## src/rtl/read_arbiter_core.sv

```systemverilog
// Read arbiter: picks one of NUM_PORTS requesters (strict priority or round-robin)
// and holds the grant for one packet read. Optional watchdog under READ_ARB_TIMEOUT_EN.
module read_arbiter_core #(
  parameter int NUM_PORTS = 16,
  parameter int TIMEOUT   = 1024
) (
  input  logic                   clk,
  input  logic                   rst,
  input  logic                   sp0_rr1,
  input  logic [NUM_PORTS-1:0]   req,
  input  logic [NUM_PORTS*3-1:0] priority_in,
  input  logic                   rd_valid,
  input  logic                   rd_eop,
  output logic [3:0]             grant_port,
  output logic                   grant_valid,
  output logic                   rd_start,
  output logic                   busy,
  output logic                   timeout_err
);

  typedef enum logic [1:0] {
    S_IDLE = 2'd0,
    S_ARB  = 2'd1,
    S_XFER = 2'd2,
    S_DONE = 2'd3
  } state_e;

  state_e     state_q, state_d;
  logic [3:0] grant_port_q, grant_port_d;
  logic [3:0] last_q, last_d;
  logic       grant_valid_q, grant_valid_d;
  logic       rd_start_q, rd_start_d;
  logic       busy_q, busy_d;

  logic [3:0] win_port;
  logic       win_found;
  logic [2:0] best_pri;
  logic [2:0] cur_pri;
  logic       cur_req;
  logic [4:0] rr_raw;
  logic [4:0] rr_idx;

`ifdef READ_ARB_TIMEOUT_EN
  localparam int CW = $clog2(TIMEOUT + 1);
  logic [CW-1:0] cnt_q, cnt_d;
  logic          timeout_err_q, timeout_err_d;
`endif

  // Winner selection; evaluated every cycle but only consumed in ARB.
  always_comb begin
    win_port  = 4'd0;
    win_found = 1'b0;
    best_pri  = 3'd0;
    cur_pri   = 3'd0;
    cur_req   = 1'b0;
    rr_raw    = 5'd0;
    rr_idx    = 5'd0;
    if (sp0_rr1) begin
      for (int k = 0; k < NUM_PORTS; k++) begin
        rr_raw  = 5'(last_q) + 5'd1 + 5'(k);
        rr_idx  = (rr_raw >= 5'(NUM_PORTS)) ? (rr_raw - 5'(NUM_PORTS)) : rr_raw;
        cur_req = 1'(req >> rr_idx);
        if (cur_req && !win_found) begin
          win_found = 1'b1;
          win_port  = rr_idx[3:0];
        end else begin
          win_found = win_found;
        end
      end
    end else begin
      // Strict '>' keeps the lowest index on equal priority.
      for (int i = 0; i < NUM_PORTS; i++) begin
        cur_req = 1'(req >> i);
        cur_pri = 3'(priority_in >> (3 * i));
        if (cur_req && (!win_found || (cur_pri > best_pri))) begin
          win_found = 1'b1;
          best_pri  = cur_pri;
          win_port  = 4'(i);
        end else begin
          win_found = win_found;
        end
      end
    end
  end

  // Next-state and registered-output computation.
  always_comb begin
    state_d       = state_q;
    grant_port_d  = grant_port_q;
    grant_valid_d = grant_valid_q;
    rd_start_d    = 1'b0;
    last_d        = last_q;
`ifdef READ_ARB_TIMEOUT_EN
    cnt_d         = cnt_q;
    timeout_err_d = 1'b0;
`endif
    case (state_q)
      S_IDLE: begin
        if (|req) state_d = S_ARB;
        else      state_d = S_IDLE;
      end
      S_ARB: begin
        if (win_found) begin
          state_d       = S_XFER;
          grant_port_d  = win_port;
          grant_valid_d = 1'b1;
          rd_start_d    = 1'b1;
`ifdef READ_ARB_TIMEOUT_EN
          cnt_d         = '0;
`endif
        end else begin
          state_d = S_IDLE;
        end
      end
      S_XFER: begin
        if (rd_valid && rd_eop) begin
          state_d = S_DONE;
`ifdef READ_ARB_TIMEOUT_EN
        end else if (cnt_q == CW'(TIMEOUT - 1)) begin
          state_d       = S_DONE;
          timeout_err_d = 1'b1;
        end else begin
          cnt_d = cnt_q + CW'(1);
`else
        end else begin
          state_d = S_XFER;
`endif
        end
      end
      S_DONE: begin
        state_d       = S_IDLE;
        grant_valid_d = 1'b0;
        last_d        = grant_port_q;
      end
      default: begin
        state_d = S_IDLE;
      end
    endcase
    busy_d = (state_d != S_IDLE);
  end

  // State and output registers.
  always_ff @(posedge clk or negedge rst) begin
    if (!rst) begin
      state_q       <= S_IDLE;
      grant_port_q  <= 4'd0;
      grant_valid_q <= 1'b0;
      rd_start_q    <= 1'b0;
      busy_q        <= 1'b0;
      last_q        <= 4'(NUM_PORTS - 1);
`ifdef READ_ARB_TIMEOUT_EN
      cnt_q         <= '0;
      timeout_err_q <= 1'b0;
`endif
    end else begin
      state_q       <= state_d;
      grant_port_q  <= grant_port_d;
      grant_valid_q <= grant_valid_d;
      rd_start_q    <= rd_start_d;
      busy_q        <= busy_d;
      last_q        <= last_d;
`ifdef READ_ARB_TIMEOUT_EN
      cnt_q         <= cnt_d;
      timeout_err_q <= timeout_err_d;
`endif
    end
  end

  assign grant_port  = grant_port_q;
  assign grant_valid = grant_valid_q;
  assign rd_start    = rd_start_q;
  assign busy        = busy_q;
`ifdef READ_ARB_TIMEOUT_EN
  assign timeout_err = timeout_err_q;
`else
  assign timeout_err = 1'b0;
`endif

endmodule
```

## config.mk

```make
export PLATFORM = sky130hd
export DESIGN_NAME = read_arbiter_core
export DESIGN_NICKNAME = d
export VERILOG_FILES = /design/src/rtl/read_arbiter_core.sv
export SDC_FILE = /design/constraint.sdc
export NUM_CORES = 1
export LEC_CHECK = 0
export CAP_MARGIN = 5
export CORE_MARGIN = 8
export CORE_UTILIZATION = 62
export DETAILED_ROUTE_END_ITERATION = 16
export PLACE_DENSITY_LB_ADDON = 0.08
export SLEW_MARGIN = 25
export SYNTH_ARGS = -nofsm -noshare
export SYNTH_HDL_FRONTEND = slang
export SYNTH_SLANG_ARGS = --single-unit
```

## constraint.sdc

```tcl
create_clock -name clk -period 14.4 [get_ports clk]
set_clock_uncertainty 0.15 [all_clocks]
set_input_delay 2.88 -clock clk [delete_from_list [all_inputs] [get_ports clk]]
set_output_delay 2.88 -clock clk [all_outputs]
set_load 0.1 [all_outputs]
```

==> results of run 1 <==
Yosys cell counts, types with 4 or more instances:
master,number
or3_1,4
or2_2,4
o211ai_1,10
a311oi_1,4
and3_1,7
mux2_2,25
o31ai_1,17
o31a_1,8
a31oi_1,14
nand2_1,65
nor2b_1,11
ha_1,48
clkbuf_1,17
dfrtp_1,9
a21boi_0,5
a211oi_1,9
a22oi_1,6
a2111oi_0,4
and2_1,8
dfstp_2,4
xnor2_1,6
nand4_1,5
a21o_1,10
a21oi_1,45
o21ai_0,47
mux2i_1,19
mux4_2,22
nand3b_1,9
nor3_1,18
nand3_1,18
o21ba_2,4
buf_2,6
nor2_1,49
nand2b_1,9
o21a_1,8
inv_1,50
what timing repair did:
action	CTS
resized for setup	79
hold endpoints to repair	0
gates cloned	0
setup buffers	41
setup endpoints to repair	4
pin swaps	95
cells by family after synthesis:
kind of cell,count (synthesis),synth area share [%]
AND/OR/NAND/NOR,229,23.0
buffers and inverters,80,6.28
other,1,0.0721
AO/OA/AOI/OAI,234,30.9
adder cells (fa/ha/maj),48,11.6
flip-flops,13,6.35
multiplexers,68,19.6
XOR/XNOR,9,2.21
per-stage QoR:
| step | worst slack (ns) | utilization [%] |
|---|---|---|
| floorplan | -6.64 | - |
| global placement | -7.04 | 86.6 |
| detailed placement | -8.22 | 86.6 |
| CTS | -6.79 | 94.1 |
==> impl_metrics.py, run 1 <==
metrics = {
    "run_status": {
        "status": "did not finish",
        "haltStage": "global routing (5_1_grt)",
        "error_line": "[ERROR DPL-0038] Utilization greater than 100%, impossible to legalize",
    },
    "clock_network": {
        "cts_buffers": 3,
        "clock-sinks": 13,
        "htreeDepth": 1,
        "root_buffer": "clkbuf_8",
        "ctsHoldBuffers": 0,
        "clockBufferDepth": 2,
    },
    "placed_design": {
        "hpwl_um": 15000,
        "gp_congestion": 1.18,
        "port_buffers": 75,
        "dpl_cell_area_um2": 7080,
        "placedCellCount": 951,
    },
    "logic_synthesis": {
        "mappedNetlistArea_um2": 5200,
        "syn_inst": 682,
        "synth_top_area_share_pct": 11.6,
        "synth_seq_cells": 13,
        "synth_edf_count": 0,
        "synth_top_cells_by_area": "ha_1 (12%), mux4_2 (9.5%), mux2_2 (5.4%)",
        "yosys_warnings": 0,
        "syn_area_per_cell_um2": 7.62,
        "async_flop_share_pct": 100,
        "yosysSeqAreaShare_pct": 6.35,
        "synth_top_cell_by_area": "ha_1",
        "syn-num-nets": 799,
        "yosysUniqueCellTypes": 87,
        "ys.flop_type": "dfrtp_1",
    },
    "floorplanning": {
        "fp.dieW_um": 108,
        "row_count": 33,
        "die_h_um": 108,
        "pin_count": 77,
        "start_util_pct": 63.6,
    },
    "sta": {
        "worst-ep-kind": "sequential cell input",
        "crit_endpoint": "grant_port[3]$_DFFE_PN0P_/D",
    },
    "global_route": {
        "grt_start_max_net_pins": 39,
    },
}
==> inputs of run 2 (changes only) <==
CORE_UTILIZATION = 40   (was 62)
PLACE_DENSITY_LB_ADDON = 0.15   (was 0.08)
==> run 2 against run 1 <==
The flow now finishes, with violations (setup timing). Synthesized cell count is the same. Area after synthesis is the same.
==> impl_metrics.py, run 2 <==
metrics = {
    "placed_design": {
        "gp_congestion": 0.980,
        "placedCellCount": 1016,
        "dpl_cell_area_um2": 7150,
        "port_buffers": 75,
        "hpwl_um": 15200,
    },
    "floorplanning": {
        "pin_count": 77,
        "fp.dieW_um": 130,
        "start_util_pct": 41.0,
        "row_count": 41,
        "die_h_um": 130,
        "core-area_um2": 12700,
        "die-area_um2": 16900,
    },
    "clock_network": {
        "clkLatencyLatePin_ns": 0.24,
        "cts_buffers": 3,
        "ctsHoldBuffers": 0,
        "htreeDepth": 1,
        "cts_tree": "built",
        "clock-sinks": 13,
        "clk_pin_slew_ns": 0.04,
        "clockBufferDepth": 2,
        "root_buffer": "clkbuf_16",
    },
    "sta": {
        "hold_viol": 0,
        "tightest_slew_ns": 0.985,
        "fin_ws_ns": -7.00,
        "fin_crit_ns": 21.40,
        "relSlewSlack_pct": 34.1,
        "final-setup-viol-count": 4,
        "period_share_pct": 149,
        "max_clock_freq_mhz": 46.7,
        "rsz0062_at_grt": "yes",
        "slew_viol_final": 0,
    },
    "layout": {
        "layout_commonest_cell": "buf_4",
        "fin_nets": 1044,
        "diodes": 0,
        "mostFrequentLayoutCells": "buf_4 (184), clkdlybuf4s50_1 (68), nand2_1 (59)",
        "drive_above_1_share_pct": 43.0,
        "postLayoutCellArea_um2": 8390,
        "stdcell_count": 1098,
        "areaGrowthSynthToFinish_pct": 61.3,
        "n_fill_cell": 1045,
    },
    "worst_setup_path": {
        "cp_num_buf_inv": 10,
        "end_kind": "flip-flop",
        "cp_top_family": "compound AO/OA/AOI/OAI gates",
        "cpPeakStageDelay_ns": 0.34,
        "worstPathMaxFanout": 5,
        "crit_path_top_delay_cell": "ha_1",
        "start_kind": "input pin",
        "r2r_slack_ns": 8.37,
        "worstPathRequired_ns": 14.37,
        "cp_data_arrival_time_ns": 21.37,
        "worst_path_most_repeated_cell": "a21oi_2",
        "crit_type": "input pin to flip-flop",
    },
    "logic_synthesis": {
        "yosys_warnings": 0,
        "yosysMostFrequentCell": "nand2_1",
        "yosysSeqAreaShare_pct": 6.35,
        "synth_top_cells_by_area": "ha_1 (12%), mux4_2 (9.5%), mux2_2 (5.4%)",
        "mappedNetlistArea_um2": 5200,
        "synth_edf_count": 0,
        "syn_inst": 682,
        "synth_top_area_share_pct": 11.6,
        "syn-num-nets": 799,
        "synth_top_cell_by_area": "ha_1",
        "synth_seq_cells": 13,
        "synthTopCellsByCount": "nand2_1 (65), inv_1 (50), nor2_1 (49)",
        "yosysUniqueCellTypes": 87,
        "syn_area_per_cell_um2": 7.62,
        "ys.flop_type": "dfrtp_1",
        "async_flop_share_pct": 100,
    },
    "min_path": {
        "min_path_type": "flip-flop to flip-flop",
    },
    "run_status": {
        "violations": "setup timing",
        "status": "finished with violations",
    },
    "route": {
        "firstDrtPassIters": 5,
        "drcViolationCount": 0,
        "via_count": 6726,
        "viasPerCell": 6.13,
        "drt_wl_total_um": 21000,
        "first_iter_violations": 450,
        "drt.antenna.violating_nets": 0,
        "avgRoutedWirePerCell_um": 19.1,
    },
    "run": {
        "maxCapViolations": 0,
    },
    "global_route": {
        "grt_pass1_vias": 6704,
        "grt_use_total_pct": 22.9,
        "overflow": 0,
        "antenna_found_initial": 0,
        "grt_pass1_wl_um": 32000,
        "grt_start_max_net_pins": 39,
    },
}
## run 2: metrics by stage
stage                     setup WS, ns  util [%]  hold WS [ns]  setup TNS [ns]
after floorplan                  -6.64         -         0.326          -26.21
after global placement           -7.29      56.4         0.313          -29.00
after detailed placement         -8.12      56.4         0.326          -32.27
after CTS                        -6.52      62.9         0.356          -25.99
after global routing             -8.10      66.2         0.379          -32.24
final                            -7.00      66.2         0.347          -27.83
## run 2: worst register-to-register path, stage by stage, from the launching register on
cell and delay (ns):
dfstp_2 0.51, buf_4 0.43, clkinv_1 0.45, ha_1 0.40, buf_4 0.43, inv_1 0.28, ha_1 0.32, or3_1 0.34
o211ai_1 0.11, xnor2_1 0.34, mux2i_1 0.40, nor4_4 0.34, o2111ai_2 0.25, nor2_2 0.35, nor4b_4 0.36, a311o_2 0.20
o211ai_1 0.12, a31oi_1 0.18
## run 2: final cells by class
cell class	count	area (µm²)	area share, %
Sequential cell	13	330	3.94
Tap cell	172	215	2.57
Clock buffer	4	78.8	0.940
Inverter	52	198	2.36
Multi-Input combinational cell	589	5350	63.8
Timing Repair Buffer	268	2210	26.4
## run 2: layer usage
layer | routed length [µm] | track usage, % | share of wire (%)
met2 | 10400 | 41.2 | 49
met4 | 911 | 9.29 | 4.3
met3 | 1110 | 2.16 | 5.3
met5 | 0 | 0 | 0
met1 | 8580 | 27.4 | 41
## run 2: logic make-up (layout without fill, tap and decap cells)
kind of cell,count (synthesis),count (layout),share of synthesized area (%)
multiplexers,68,68,19.6
flip-flops,13,13,6.35
AND/OR/NAND/NOR,229,229,23.0
buffers and inverters,80,324,6.28
adder cells (fa/ha/maj),48,48,11.6
XOR/XNOR,9,9,2.21
AO/OA/AOI/OAI,234,234,30.9
other,1,1,0.0721
## run 2: path summary, 6_finish.rpt
path                                               from                         to  cells after the start
worst max register to register    last_q[0]$_DFFE_PN1P_  grant_port[1]$_DFFE_PN0P_                     17
worst min register to register  grant_valid$_DFFE_PN0P_    grant_valid$_DFFE_PN0P_                      2
max in group asynchronous                           rst      last_q[0]$_DFFE_PN1P_                      1
min in group asynchronous                           rst         rd_start$_DFF_PN0_                      1
worst min-delay path            grant_valid$_DFFE_PN0P_    grant_valid$_DFFE_PN0P_                      2
worst max-delay path                             req[0]  grant_port[3]$_DFFE_PN0P_                    115
## run 2: timing repair
item	CTS	global route
gates resized for setup	87	58
pin swaps	88	72
buffers inserted	57	23
setup endpoints to repair	4	4
Power of run 2 is not shown: default switching activity piles up to over one toggle a cycle in this logic, so the estimate is an artifact.
==> variant 1 (settings of run 2) <==
The option `READ_ARB_TIMEOUT_EN` is turned on by a define.
--- a/src/rtl/read_arbiter_core.sv
+++ b/src/rtl/read_arbiter_core.sv
@@ -1,5 +1,7 @@
 // Read arbiter: picks one of NUM_PORTS requesters (strict priority or round-robin)
 // and holds the grant for one packet read. Optional watchdog under READ_ARB_TIMEOUT_EN.
+`define READ_ARB_TIMEOUT_EN
+
 module read_arbiter_core #(
   parameter int NUM_PORTS = 16,
   parameter int TIMEOUT   = 1024
Behaviour: same outputs for any inputs over 4 cycles, from zero or initial values and one cycle with rst low; that may be too few to reach the edited logic, so the function may still have changed.
==> variant 1 against run 2 <==
The run still ends with setup timing left; via count is 4.8% higher; final area is 6.4% higher; cell count is 6.2% higher; non-clock buffer count is 13 higher; fmax is 4.5% lower; setup slack worse by 1000 ps; area after synthesis is 7.8% higher; sequential cell count is 12 higher; utilization is 1.4 points lower; wire length is 7.6% higher; largest cell class unchanged.
Power is not shown: default switching activity piles up to over one toggle a cycle in this logic, so the estimate is an artifact.
==> variant 1: results (changes against run 2) <==
| Metric | Value |
|---|---|
| First-pass GRT wire length | 35,300 µm (+10%) |
| Slowest-stage cell, CP | or3b_4 |
| Number of synthesis warnings | 0 (unchanged) |
| DRT iter0 DRCs | 478 (+6.2%) |
| Via count | 7,052 (+4.8%) |
| DRT Pass-1 Iters | 5 (unchanged) |
| Arrival @ worst endpoint | 22,400 ps (+1030 ps) |
| Routability cong. | 0.946 (-3.4%) |
| Netlist cell types | 79 (-9.2%) |
| Top area cells in the synthesized netlist | mux4_2 (11%), ha_1 (11%), dfrtp_1 (9.4%) |
| Crit Path Max Fanout | 7 (+2) |
| Clk slew on worst S/H paths | 60 ps (+20 ps) |
| Syn Nets | 853 (+6.8%) |
| Largest Register | cnt_q |
| Synth Instances | 735 (+7.8%) |
| # diodes | 0 (unchanged) |
| Final setup viols | 4 (unchanged) |
| Fillcell total | 1,163 (+11%) |
| Setup slack at placement | -8730 ps (-615 ps) |
| Total Routed Length | 22,500 µm (+7.6%) |
| Largest stage delay, worst path | 410 ps (+70 ps) |
| Setup WS post-layout | -8000 ps (-1010 ps) |
| Violated checks | setup timing |
| WL/cell | 19.3 µm (+1.3%) |
| Number of buffers created by CTS | 3 (unchanged) |
| Post-detail-place hpwl | 15,900 µm (+4.7%) |
| Worst skew pair latency | 260 ps (+20 ps) |
| Global-route usage over all layers | 0.234 (+0.00460) |
| Worst Max-Slew Pin Slew | 997 ps (+11.8 ps) |
| Port Buf Inserts | 76 (+1.3%) |
| Sequential fraction of the synthesis area | 0.113 (+0.0490) |
| Share of cells above drive strength 1 | 0.411 (-0.0191) |
| Largest net degree at the start of global routing | 43 (+10%) |
| Commonest cells post-synth | nor2_1 (74), nand2_1 (66), a21oi_1 (61) |
| Final setup TNS | -31,730 ps (-3900 ps) |
| Status | finished, violations left |
| Final net count | 1,105 (+5.8%) |
| Vias in the first global route | 7,199 (+7.4%) |
| Placed cell area | 7660 µm² (+7.1%) |
[variant 1: cell types whose count changed in the layout (fill, tap and decap cells not counted), sizes merged, moves of 5 or more]
cell,before,now
a21o,10,5
a21oi,45,62
a221oi,0,6
a22oi,6,1
buf,196,207
dfrtp,9,21
mux2,25,15
nor2,50,75
o22ai,3,9
o31a,8,3
o31ai,18,7
or3,5,10
xor2,1,6
[variant 1: repair_timing]
item	in CTS	in global routing
endpoints found under the setup margin	4	4
resized for setup	55	73
buffers inserted	76	11
pin swaps	92	92
[variant 1: layer usage]
| layer | vias to the layer above | wire length [µm] | GRT usage |
|---|---|---|---|
| met4 | 0 | 830 | 0.0786 |
| met2 | 225 | 11500 | 0.419 |
| met3 | 73 | 975 | 0.0292 |
| met5 | - | 0 | 0 |
| li1 | 3291 | - | - |
| met1 | 3463 | 9280 | 0.281 |
[variant 1: cell families after synthesis]
logic type / count (synthesis) / synth area share
AOI/OAI and AO/OA: 225 / 0.264
xor gates and xnor gates: 14 / 0.0299
adders and majority gates: 49 / 0.109
buffers and inverters: 83 / 0.0603
DFF: 25 / 0.113
muxes: 59 / 0.171
and+or+nand+nor: 280 / 0.253
[variant 1: area by class of cell]
| class | instances | area [µm²] | area share |
|---|---|---|---|
| multi-input cells | 627 | 5520 | 0.618 |
| repair buffers | 281 | 2290 | 0.257 |
| flip-flops and latches | 25 | 631 | 0.0706 |
| well taps | 180 | 225 | 0.0252 |
| inverters | 49 | 184 | 0.0206 |
| clock buffers | 4 | 78.8 | 0.00883 |
[variant 1: per-stage QoR]
stage	hold slack (ps)	utilization
2_1_floorplan	309	-
3_3_place_gp	309	0.556
3_5_place_dp	341	0.556
4_1_cts	353	0.618
5_1_grt	368	0.648
6_report	343	0.648
[variant 1: worst paths after layout]
path                             start             to  slack [ps]  cells past startpoint
setup / recovery                req[0]  grant_port[2]       -8000                    114
hold / removal             grant_valid    grant_valid         340                      1
setup reg to reg             last_q[0]  grant_port[1]        7980                     15
hold reg to reg            grant_valid    grant_valid         340                      1
max in group asynchronous          rst      last_q[3]       11280                      1
min in group asynchronous          rst       cnt_q[9]        2450                      1
==> variant 2 (settings of run 2) <==
Made on the original files. Encoding of `state_e`: now one-hot (4 bits for 4 states).
--- a/src/rtl/read_arbiter_core.sv
+++ b/src/rtl/read_arbiter_core.sv
@@ -18,11 +18,11 @@
   output logic                   timeout_err
 );
 
-  typedef enum logic [1:0] {
-    S_IDLE = 2'd0,
-    S_ARB  = 2'd1,
-    S_XFER = 2'd2,
-    S_DONE = 2'd3
+  typedef enum logic [3:0] {
+    S_IDLE = 4'b0001,
+    S_ARB  = 4'b0010,
+    S_XFER = 4'b0100,
+    S_DONE = 4'b1000
   } state_e;
 
   state_e     state_q, state_d;
Behaviour: same outputs for any inputs over 4 cycles, from zero or initial values and one cycle with rst low; so few cycles prove little.
==> variant 2 against run 2 <==
The run still ends with setup timing left; area after synthesis is 3.6% higher; wire length is 5.0% lower; hold slack better by 11 ps; final area fell by 2.6%; fmax shrank 6.9%; setup slack worse by 1600 ps; sequential cell count rose by 2; critical path type unchanged; highest routed layer unchanged.
==> variant 2: results (changes against run 2) <==
| Metric | Value |
|---|---|
| Status | finished, violations left |
| Violated checks | setup timing |
| H-Tree Depth | 1 (unchanged) |
| Syn Nets | 818 (+2.4%) |
| HP Class | register to register |
| WL/cell | 18.2 µm (-4.4%) |
| Commonest cells post-synth | nand2_1 (74), a21oi_1 (51), ha_1 (48) |
| First-pass GRT wire length | 31,400 µm (-1.9%) |
| Root Driver | clkbuf_16 |
| Top layer in use | met4 |
| Metal2 WL | 9860 µm (-4.8%) |
| Netlist cell types | 93 (+6.9%) |
| DRT iter0 DRCs | 503 (+12%) |
| Worst skew pair latency | 250 ps |
| # diodes | 0 (unchanged) |
| Clk slew on worst S/H paths | 50 ps |
| Final setup viols | 4 (unchanged) |
| VDD IR max | between 0.1 and 0.15 mV |
| Total Routed Length | 19,900 µm (-5.0%) |
| Routability cong. | 0.928 (-5.2%) |
| Top area cells in the synthesized netlist | ha_1 (11%), mux4_2 (10%), nand2_1 (5.2%) |
| Metal3 WL | 987 µm (-11%) |
| Crit Path Max Fanout | 6 (+1) |
| DRT Pass-1 Iters | 5 (unchanged) |
| Slowest-stage cell, CP | or4_1 |
| # placed instances | 1,028 (+1.2%) |
| Hold WS | 358 ps (+11.0 ps) |
| Via count | 6,410 (-4.7%) |
| Worst Max-Slew Pin Slew | 978 ps (-7.62 ps) |
| Routed length on met1 | 8280 µm (-3.4%) |
| Setup slack at placement | -9520 ps (-1400 ps) |
| Pleak | 3.52 nW |
| Setup WS post-layout | -8590 ps (-1590 ps) |
| Top_reg_cell synth | dfrtp_1 |
| Port Buf Inserts | 75 (unchanged) |
| Synth async-reset ratio | 1.00 (unchanged) |
| Global-route usage over all layers | 0.211 (-0.0176) |
| Synth Instances | 701 (+2.8%) |
| Initial antenna violation count | 0 (unchanged) |
| Final setup TNS | -33,870 ps (-6040 ps) |
| Largest net degree at the start of global routing | 51 (+31%) |
| Number of buffers created by CTS | 3 (unchanged) |
| Clock buffer depth | 2 (unchanged) |
| Number of synthesis warnings | 0 (unchanged) |
| Post-detail-place hpwl | 15,000 µm (-0.82%) |
| Reg2Reg Setup Slack | 8210 ps (-160 ps) |
| Placed cell area | 7200 µm² (+0.68%) |
| Largest stage delay, worst path | 520 ps (+180 ps) |
| Share of cells above drive strength 1 | 0.399 (-0.0309) |
| Sequential fraction of the synthesis area | 0.0709 (+0.00733) |
| Power Internal | approximately 1.1 mW |
==> variant 2: metal layers <==
metal / track usage / vias up
met5: 0 / -
met4: 0.0964 / 0
met3: 0.0175 / 51
met2: 0.363 / 222
met1: 0.263 / 3056
li1: - / 3081
==> variant 2: repair_timing <==
item	in CTS	in global routing
cloned	0	0
endpoints found under the setup margin	4	4
buffers inserted	46	14
gates resized for setup	74	46
pin swaps	67	62
==> variant 2: cells by family after synthesis <==
family / synth area share
AOI/OAI and AO/OA: 0.276
xor gates and xnor gates: 0.0258
adders and majority gates: 0.112
buffers and inverters: 0.0762
DFF: 0.0709
muxes: 0.188
other: 0.000696
and+or+nand+nor: 0.251
==> variant 2: worst paths after layout <==
| path | start | endpoint | cells past startpoint |
|---|---|---|---|
| max reg2reg | last_q[0] | grant_port[1] | 16 |
| max | priority_in[2] | grant_port[3] | 119 |
| min reg2reg | state_q[3] | state_q[2] | 1 |
| max in group asynchronous | rst | grant_port[0] | 1 |
| min in group asynchronous | rst | state_q[2] | 1 |
| min | state_q[3] | state_q[2] | 1 |
==> variant 2: layout make-up <==
type,instances,area [µm²]
clock inverters,1,5.00
clock buffers,3,75.1
repair buffers,251,2050
well taps,176,220
fillers,1127,5020
multi-input cells,594,5240
inverters,51,191
flip-flops and latches,15,382
==> variant 2: worst max-delay path, delay by kind of cell <==
family          cells  cell delay (ps)
simple gates       21             3590
compound gates     59             9540
buf+inv            21             2430
mux                 4              960
fa+ha+maj          14             3600
==> variant 2: power by group through the flow <==
stage / logic, mW / clock network (mW) / registers [mW]
CTS: 1.99 / 0.0544 / 0.0904
finish: 2.16 / 0.0546 / 0.0907
global route: 2.32 / 0.0567 / 0.0932
global placement: 1.80 / 0 / 0.0900
floorplan: 1.28 / 0 / 0.140
detailed placement: 1.83 / 0 / 0.0904
